## config.mk

```make
export PLATFORM = sky130hd
export DESIGN_NAME = bcd_down_timer
export DESIGN_NICKNAME = d
export VERILOG_FILES = /design/src/rtl/bcd_down_timer.sv
export SDC_FILE = /design/constraint.sdc
export NUM_CORES = 1
export LEC_CHECK = 0
export CAP_MARGIN = 20
export CORE_MARGIN = 2
export CORE_UTILIZATION = 42
export CTS_BUF_LIST = sky130_fd_sc_hd__clkbuf_2
export DETAILED_ROUTE_END_ITERATION = 8
export GPL_ROUTABILITY_DRIVEN = 0
export PLACE_DENSITY = 0.77
export SLEW_MARGIN = 20
export SYNTH_ARGS = -nofsm -noshare
export SYNTH_HDL_FRONTEND = slang
export SYNTH_SLANG_ARGS = --single-unit
```

## constraint.sdc

```tcl
create_clock -name clk -period 2 [get_ports clk]
set_clock_uncertainty 0.15 [all_clocks]
set_input_delay 0.5 -clock clk [delete_from_list [all_inputs] [get_ports clk]]
set_output_delay 0.5 -clock clk [all_outputs]
set_load 0.01 [all_outputs]
```

## src/rtl/bcd_down_timer.sv

```systemverilog
// bcd_down_timer: loadable multi-digit BCD countdown timer with terminal pulse and optional auto-reload
module bcd_down_timer #(
  parameter int DIGITS      = 4,
  parameter bit AUTO_RELOAD = 1'b0
) (
  input  logic                  clk,
  input  logic                  res,
  input  logic                  load,
  input  logic [4*DIGITS-1:0]   load_val,
  input  logic                  start,
  input  logic                  stop,
  input  logic                  tick,
  output logic [4*DIGITS-1:0]   out,
  output logic                  busy,
  output logic                  done,
  output logic                  err
);
  localparam int W = 4 * DIGITS;
  typedef enum logic [1:0] {S_IDLE, S_RUN, S_DONE} state_t;
  state_t         state, nxt;
  logic [W-1:0]   preset, dec;
  logic           valid, borrow, term;
  // A preset is accepted only if every digit is a legal BCD code
  always_comb begin
    valid = 1'b1;
    for (int i = 0; i < DIGITS; i++) valid = valid & (load_val[4*i+:4] <= 4'd9);
  end
  // Ripple-borrow BCD decrement: a zero digit wraps to 9 and borrows from the next digit
  always_comb begin
    dec    = out;
    borrow = 1'b1;
    for (int i = 0; i < DIGITS; i++) begin
      dec[4*i+:4] = borrow ? (out[4*i+:4] == 4'd0 ? 4'd9 : out[4*i+:4] - 4'd1) : out[4*i+:4];
      borrow      = borrow & (out[4*i+:4] == 4'd0);
    end
  end
  assign term = (state == S_RUN) && !load && !stop && tick && (out == W'(1));
  // State register
  always_ff @(posedge clk or negedge res) begin
    if (!res) state <= S_IDLE;
    else      state <= nxt;
  end
  // Next state: load beats stop beats start; an invalid load freezes the cycle
  always_comb begin
    nxt = load ? (valid ? S_IDLE : state) :
          (state == S_RUN) ? (stop ? S_IDLE :
                              term ? (AUTO_RELOAD ? (preset != '0 ? S_RUN : S_IDLE) : S_DONE) :
                              S_RUN) :
          (state == S_DONE) ? S_IDLE :
          (start && out != '0) ? S_RUN : S_IDLE;
  end
  // Outputs decoded from state
  always_comb begin
    busy = (state == S_RUN);
  end
  // Count, preset, error flag and registered terminal pulse
  always_ff @(posedge clk or negedge res) begin
    if (!res) begin
      out    <= '0;
      preset <= '0;
      done   <= 1'b0;
      err    <= 1'b0;
    end else begin
      done <= term;
      if (load) begin
        err <= !valid;
        if (valid) begin
          preset <= load_val;
          out    <= load_val;
        end
      end else if (state == S_RUN && !stop && tick) begin
        out <= (term && AUTO_RELOAD) ? preset : dec;
      end
    end
  end
endmodule

```

Word-level counts from Yosys, hierarchy flattened
Cells that the tools add are included.
{ "classes": {"n_addsub": 4, "multipliers": 0, "n_div": 0, "n_lt_le_gt_ge": 4, "eq_ne": 4, "shifts": 0, "n_mux": 17, "bitwise_logic": 5, "reduce_logical": 23} }
{ "ops": {"columns": ["operator", "n"], "rows": [
  ["16-bit two-way mux", 3],
  ["4-bit two-way mux", 7],
  ["16-bit by 1-bit equality test with 1-bit output (second input constant)", 1],
  ["4-bit less-or-equal comparator (second input constant)", 4],
  ["4-bit logical NOT", 4],
  ["16-bit nonzero test", 1],
  ["4-bit by 1-bit subtractor with 4-bit output (second input constant)", 4],
  ["2-bit two-way mux", 5],
  ["3-bit AND reduction", 3],
  ["2-bit nonzero test", 4],
  ["1-bit logical AND", 7],
  ["1-bit bitwise AND", 5],
  ["1-bit logical NOT", 3],
  ["2-bit by 1-bit equality test with 1-bit output (second input constant)", 1],
  ["2-bit equality test (second input constant)", 1],
  ["1-bit two-way mux", 2],
  ["2-bit by 1-bit inequality test with 1-bit output (second input constant)", 1],
  ["2-bit AND reduction", 1]
]} }
{ "word_totals": {"reg_bits": 20, "latchBits": 0, "ram_bits": 0, "rom_bits": 0, "input_bits": 22, "elab_cells": 64, "memories": 0} }

Depth between registers and ports, before layout
{ "depth": {"depth_word": 9, "depth_mapped": 6} }

Worst setup path after synthesis
No wires, ideal clock.
{ "synth_timing": {"path_kind": "input to register", "startpoint": "in load", "endpoint": "reg out[10]", "setup_ps": 123, "t_arrival_ps": 1840, "required_time_ps": 1727, "slack_ps": -113, "path_stages": 5, "n_path_buf": 0, "path_cell_list": "or4b_4 > nor4_4 > a21oi_1 > a221oi_2 > nand2_1"} }
{ "synth_via": {"elab_chain_len": 2, "elab_cells_between_ends": 5} }
{ "synth_rtl": {"columns": ["item", "line", "rtl"], "rows": [
  ["from (decl)", "8", "input logic load,"],
  ["2-bit by 1-bit inequality test with 1-bit output (no source line) or 2-bit nonzero test (tied branches)", null, null],
  ["3-bit AND reduction (no source line)", null, null],
  ["to (signal assigned)", "69", "out <= load_val;"],
  ["to (signal assigned)", "72", "out <= (term && AUTO_RELOAD) ? preset : dec;"],
  ["to (decl)", "13", "output logic [4*DIGITS-1:0] out,"]
]} }
Parallel ways exist; a longest one is shown, timed or not.
A chain may end at the register's enable or synchronous reset.

Worst setup path in the final report
{ "layout_timing": {"startpoint": "reg out[0]", "endpoint": "reg state[0]"} }
{ "layout_via": {"elab_chain_len": 6, "elab_cells_between_ends": 10} }
{ "layout_rtl": {"columns": ["item", "line", "rtl"], "rows": [
  ["16-bit by 1-bit equality test with 1-bit output or 16-bit nonzero test (tied branches)", "37, 50", null],
  ["1-bit logical AND (on tied branches)", "37, 50", null],
  ["2-bit two-way mux or 1-bit two-way mux (tied branches)", "47, 50", null],
  ["2-bit two-way mux or 1-bit two-way mux (tied branches)", "46, 49", null],
  ["2-bit two-way mux *", "46", "(state == S_RUN) ? (stop ? S_IDLE :"],
  ["2-bit two-way mux *", "45", "nxt = load ? (valid ? S_IDLE : state) :"],
  ["to (signal assigned)", "41", "else state <= nxt;"],
  ["to (decl)", "20", "state_t state, nxt;"]
]} }
Every way passes the cells marked *; elsewhere a longest branch is shown, timed or not.

==> results_dict.tcl <==
set metrics [dict create \
    tightest_slew_ns 0.378 \
    diodes 0 \
    yosysTopAreaCell "dfrtp_1" \
    crit_path_max_fanout 2 \
    die_height_um 58.1 \
    ant_nets 0 \
    numCtsBuffers 3 \
    nets 250 \
    rows 19 \
    clk_pin_slew_ns 0.20 \
    grt_pass1_vias 1498 \
    netlist_instances 141 \
    worst_hold_slack_ns 0.313 \
    cts_root_buffer "clkbuf_2" \
    cellPowerDensity_nw_per_um2 626 \
    area_growth_syn_to_layout_pct 68.5 \
    reg2reg_from "out[0]$_DFFE_PN0P_" \
    synthTopCellsByArea "dfrtp_1, nor2_1, nand3_1" \
    fmax_mhz 492 \
    critPathLaunchType "flop" \
    wirelength_um 4310 \
    synth_enable_flop_cells 0 \
    startpoint "out[0]$_DFFE_PN0P_" \
    clk_latency_ns 0.34 \
    cap_violations 0 \
    violations "setup timing" \
    crit_type "flop to flop" \
    synth_top_area_share 0.408 \
    status "finished, violations left" \
    worstPathRequired_ns 2.08 \
    synth.avg_cell_area_um2 8.71 \
    hold_path_class "input port to asynchronous set/reset pin" \
    synth_ff_type "dfrtp_1" \
    wl_per_cell_um 16.7 \
    min_period_over_period 1.02 \
    vias 1539 \
    ys_ff_latch 20 \
    synth_area_um2 1230 \
    ir_drop_v 0.000546 \
    antenna_found_initial 0 \
    via_per_inst 5.97 \
    r2r_end "state[0]$_DFFE_PN0P_" \
    reg2reg_setup_slack_ns -0.03 \
    drt_iter0_drc 50 \
    drc 0 \
    setup_slack_ns -0.0306 \
    end_kind "flop" \
    finalHoldViolations 0 \
    htreeDepth 1 \
    finalSetupViolCount 2 \
    cp_slowest_cell "or4_4" \
    critical_path.top_delay_family "simple AND/OR/NAND/NOR gates" \
    synth_cell_type_count 41 \
    grt_setup_unrepaired "true" \
    grt_pass1_wl_um 6980 \
    period_needed_ns 2.03 \
    die_w_um 58.1 \
    cts_buffer_depth 2 \
    final_layout_size_suffix_gt1_frac 0.326 \
    cp_cell_sequence "or4_4 > or2_1 > nor3_2 > nor4b_1 > a311o_1" \
    arrival_ns 2.11 \
    first_pass_iters 4 \
    overflow 0 \
    critPathMaxStageDelay_ns 0.55 \
    timing.critical_path.buf_inv 0 \
    initial_core_util 0.445 \
    power_leakage_nw 0.878 \
    core-area_um2 2760 \
    netlist_top_cells_count "dfrtp_1, nor2_1, nand2_1, nand3_1, o21ai_0" \
    synth_warnings 0 \
    slew_violations 0 \
    synth_seq_area_share 0.408 \
    yosysMostFrequentCell "dfrtp_1" \
    synth_nets 163 \
    cts_sinks 20 \
    cts_tree "built" \
    grt_max_degree 21 \
    async_reset_ff_frac 1.00 \
    num_io_pins 41 \
    endpoint "state[0]$_DFFE_PN0P_" \
    reg2reg_depth 5 \
    place_hpwl_um 3100 \
    fin_util 0.750 \
    die-area_um2 3370 \
    maxSlewHeadroom 0.746 \
    io_buffers 40 \
    cp.depth 5 \
    grtUsageTotal 0.268 \
]
[worst min-delay path by stage]
| stage | startpoint | endpoint | cells after the start |
|---|---|---|---|
| floorplan | res | done$_DFF_PN0_ | 0 |
| global route | res | out[13]$_DFFE_PN0P_ | 2 |
| global placement | err$_DFFE_PN0P_ | err$_DFFE_PN0P_ | 2 |
| finish | res | out[11]$_DFFE_PN0P_ | 2 |
| CTS | res | out[13]$_DFFE_PN0P_ | 2 |
| detailed placement | err$_DFFE_PN0P_ | err$_DFFE_PN0P_ | 2 |
[layout make-up]
class	count	area, µm²
Fill cell	217	689
Clock buffer	3	15.0
Clock inverter	1	3.75
Inverter	2	7.51
Timing Repair Buffer	85	732
Multi-Input combinational cell	116	763
Tap cell	31	38.8
Sequential cell	20	508
[routing by layer]
| layer | part of all wire | vias to the layer above | global-route usage |
|---|---|---|---|
| met1 | 0.39 | 725 | 0.364 |
| met5 | 0 | - | 0 |
| met2 | 0.49 | 89 | 0.435 |
| met4 | 0.028 | 0 | 0.0864 |
| met3 | 0.089 | 17 | 0.0469 |
| li1 | - | 708 | - |
[cell families (layout without fill, tap and decap cells)]
kind of cell | after synthesis | count (layout) | synth area share
DFF | 20 | 20 | 0.408
xor gates and xnor gates | 4 | 4 | 0.0285
AOI/OAI and AO/OA | 35 | 35 | 0.197
muxes | 3 | 3 | 0.0245
buffers and inverters | 5 | 91 | 0.0153
and+or+nand+nor | 74 | 74 | 0.327
[power by group]
part	switching, mW	internal (mW)	leakage [nW]
registers	0.0532	0.473	0.221
logic	0.284	0.311	0.643
clock network	0.131	0.0434	0.0140
total	0.468	0.827	0.878
[state kept, by name, summed over array words and instances, names as in the netlist]
| signal | cells |
|---|---|
| out | 16 |
| done | 1 |
| state | 2 |
| err | 1 |
[per-stage QoR]
step	power (mW)	setup TNS [ns]	instances	instance area [µm²]	setup slack (ns)
after CTS	1.28	-0.131	257	2020	-0.0818
after detailed placement	1.12	-8.26	246	1950	-0.525
after global placement	1.10	-7.31	246	1950	-0.473
final	1.30	-0.0425	258	2070	-0.0306
after global routing	1.38	-0.481	258	2070	-0.0951
after floorplan	0.769	-0.120	141	1240	-0.0462
[what timing repair did]
action | CTS | global route
resized for setup | 21 | 17
hold buffers | 0 | 0
endpoints found under the setup margin | 31 | 20
buffers inserted | 8 | 1
pin swaps | 6 | 7
[placed cells by master (no fill, tap or decap), types with 2 or more instances in the layout]
| master | instances |
|---|---|
| buf_4 | 44 |
| clkdlybuf4s50_1 | 23 |
| nor2_1 | 16 |
| dfrtp_1 | 14 |
| nand2_1 | 11 |
| dlygate4sd2_1 | 11 |
| nand3_1 | 10 |
| o21ai_0 | 8 |
| nor3_1 | 7 |
| dfrtp_2 | 6 |
| a21oi_1 | 4 |
| xor2_1 | 4 |
| clkbuf_2 | 4 |
| nand4_1 | 3 |
| nor2b_1 | 3 |
| o21ai_1 | 3 |
| mux2i_1 | 3 |
| dlymetal6s2s_1 | 3 |
| nor4b_1 | 2 |
| nor4_2 | 2 |
| nor3_2 | 2 |
| nor3b_1 | 2 |
| inv_1 | 2 |
| or4_4 | 2 |
| nand2_2 | 2 |
| or2_2 | 2 |
| o211ai_1 | 2 |
| and3_1 | 2 |
| a31oi_1 | 2 |
| a32oi_1 | 2 |
| a311o_1 | 2 |
Power figures use the tool's default switching activity.
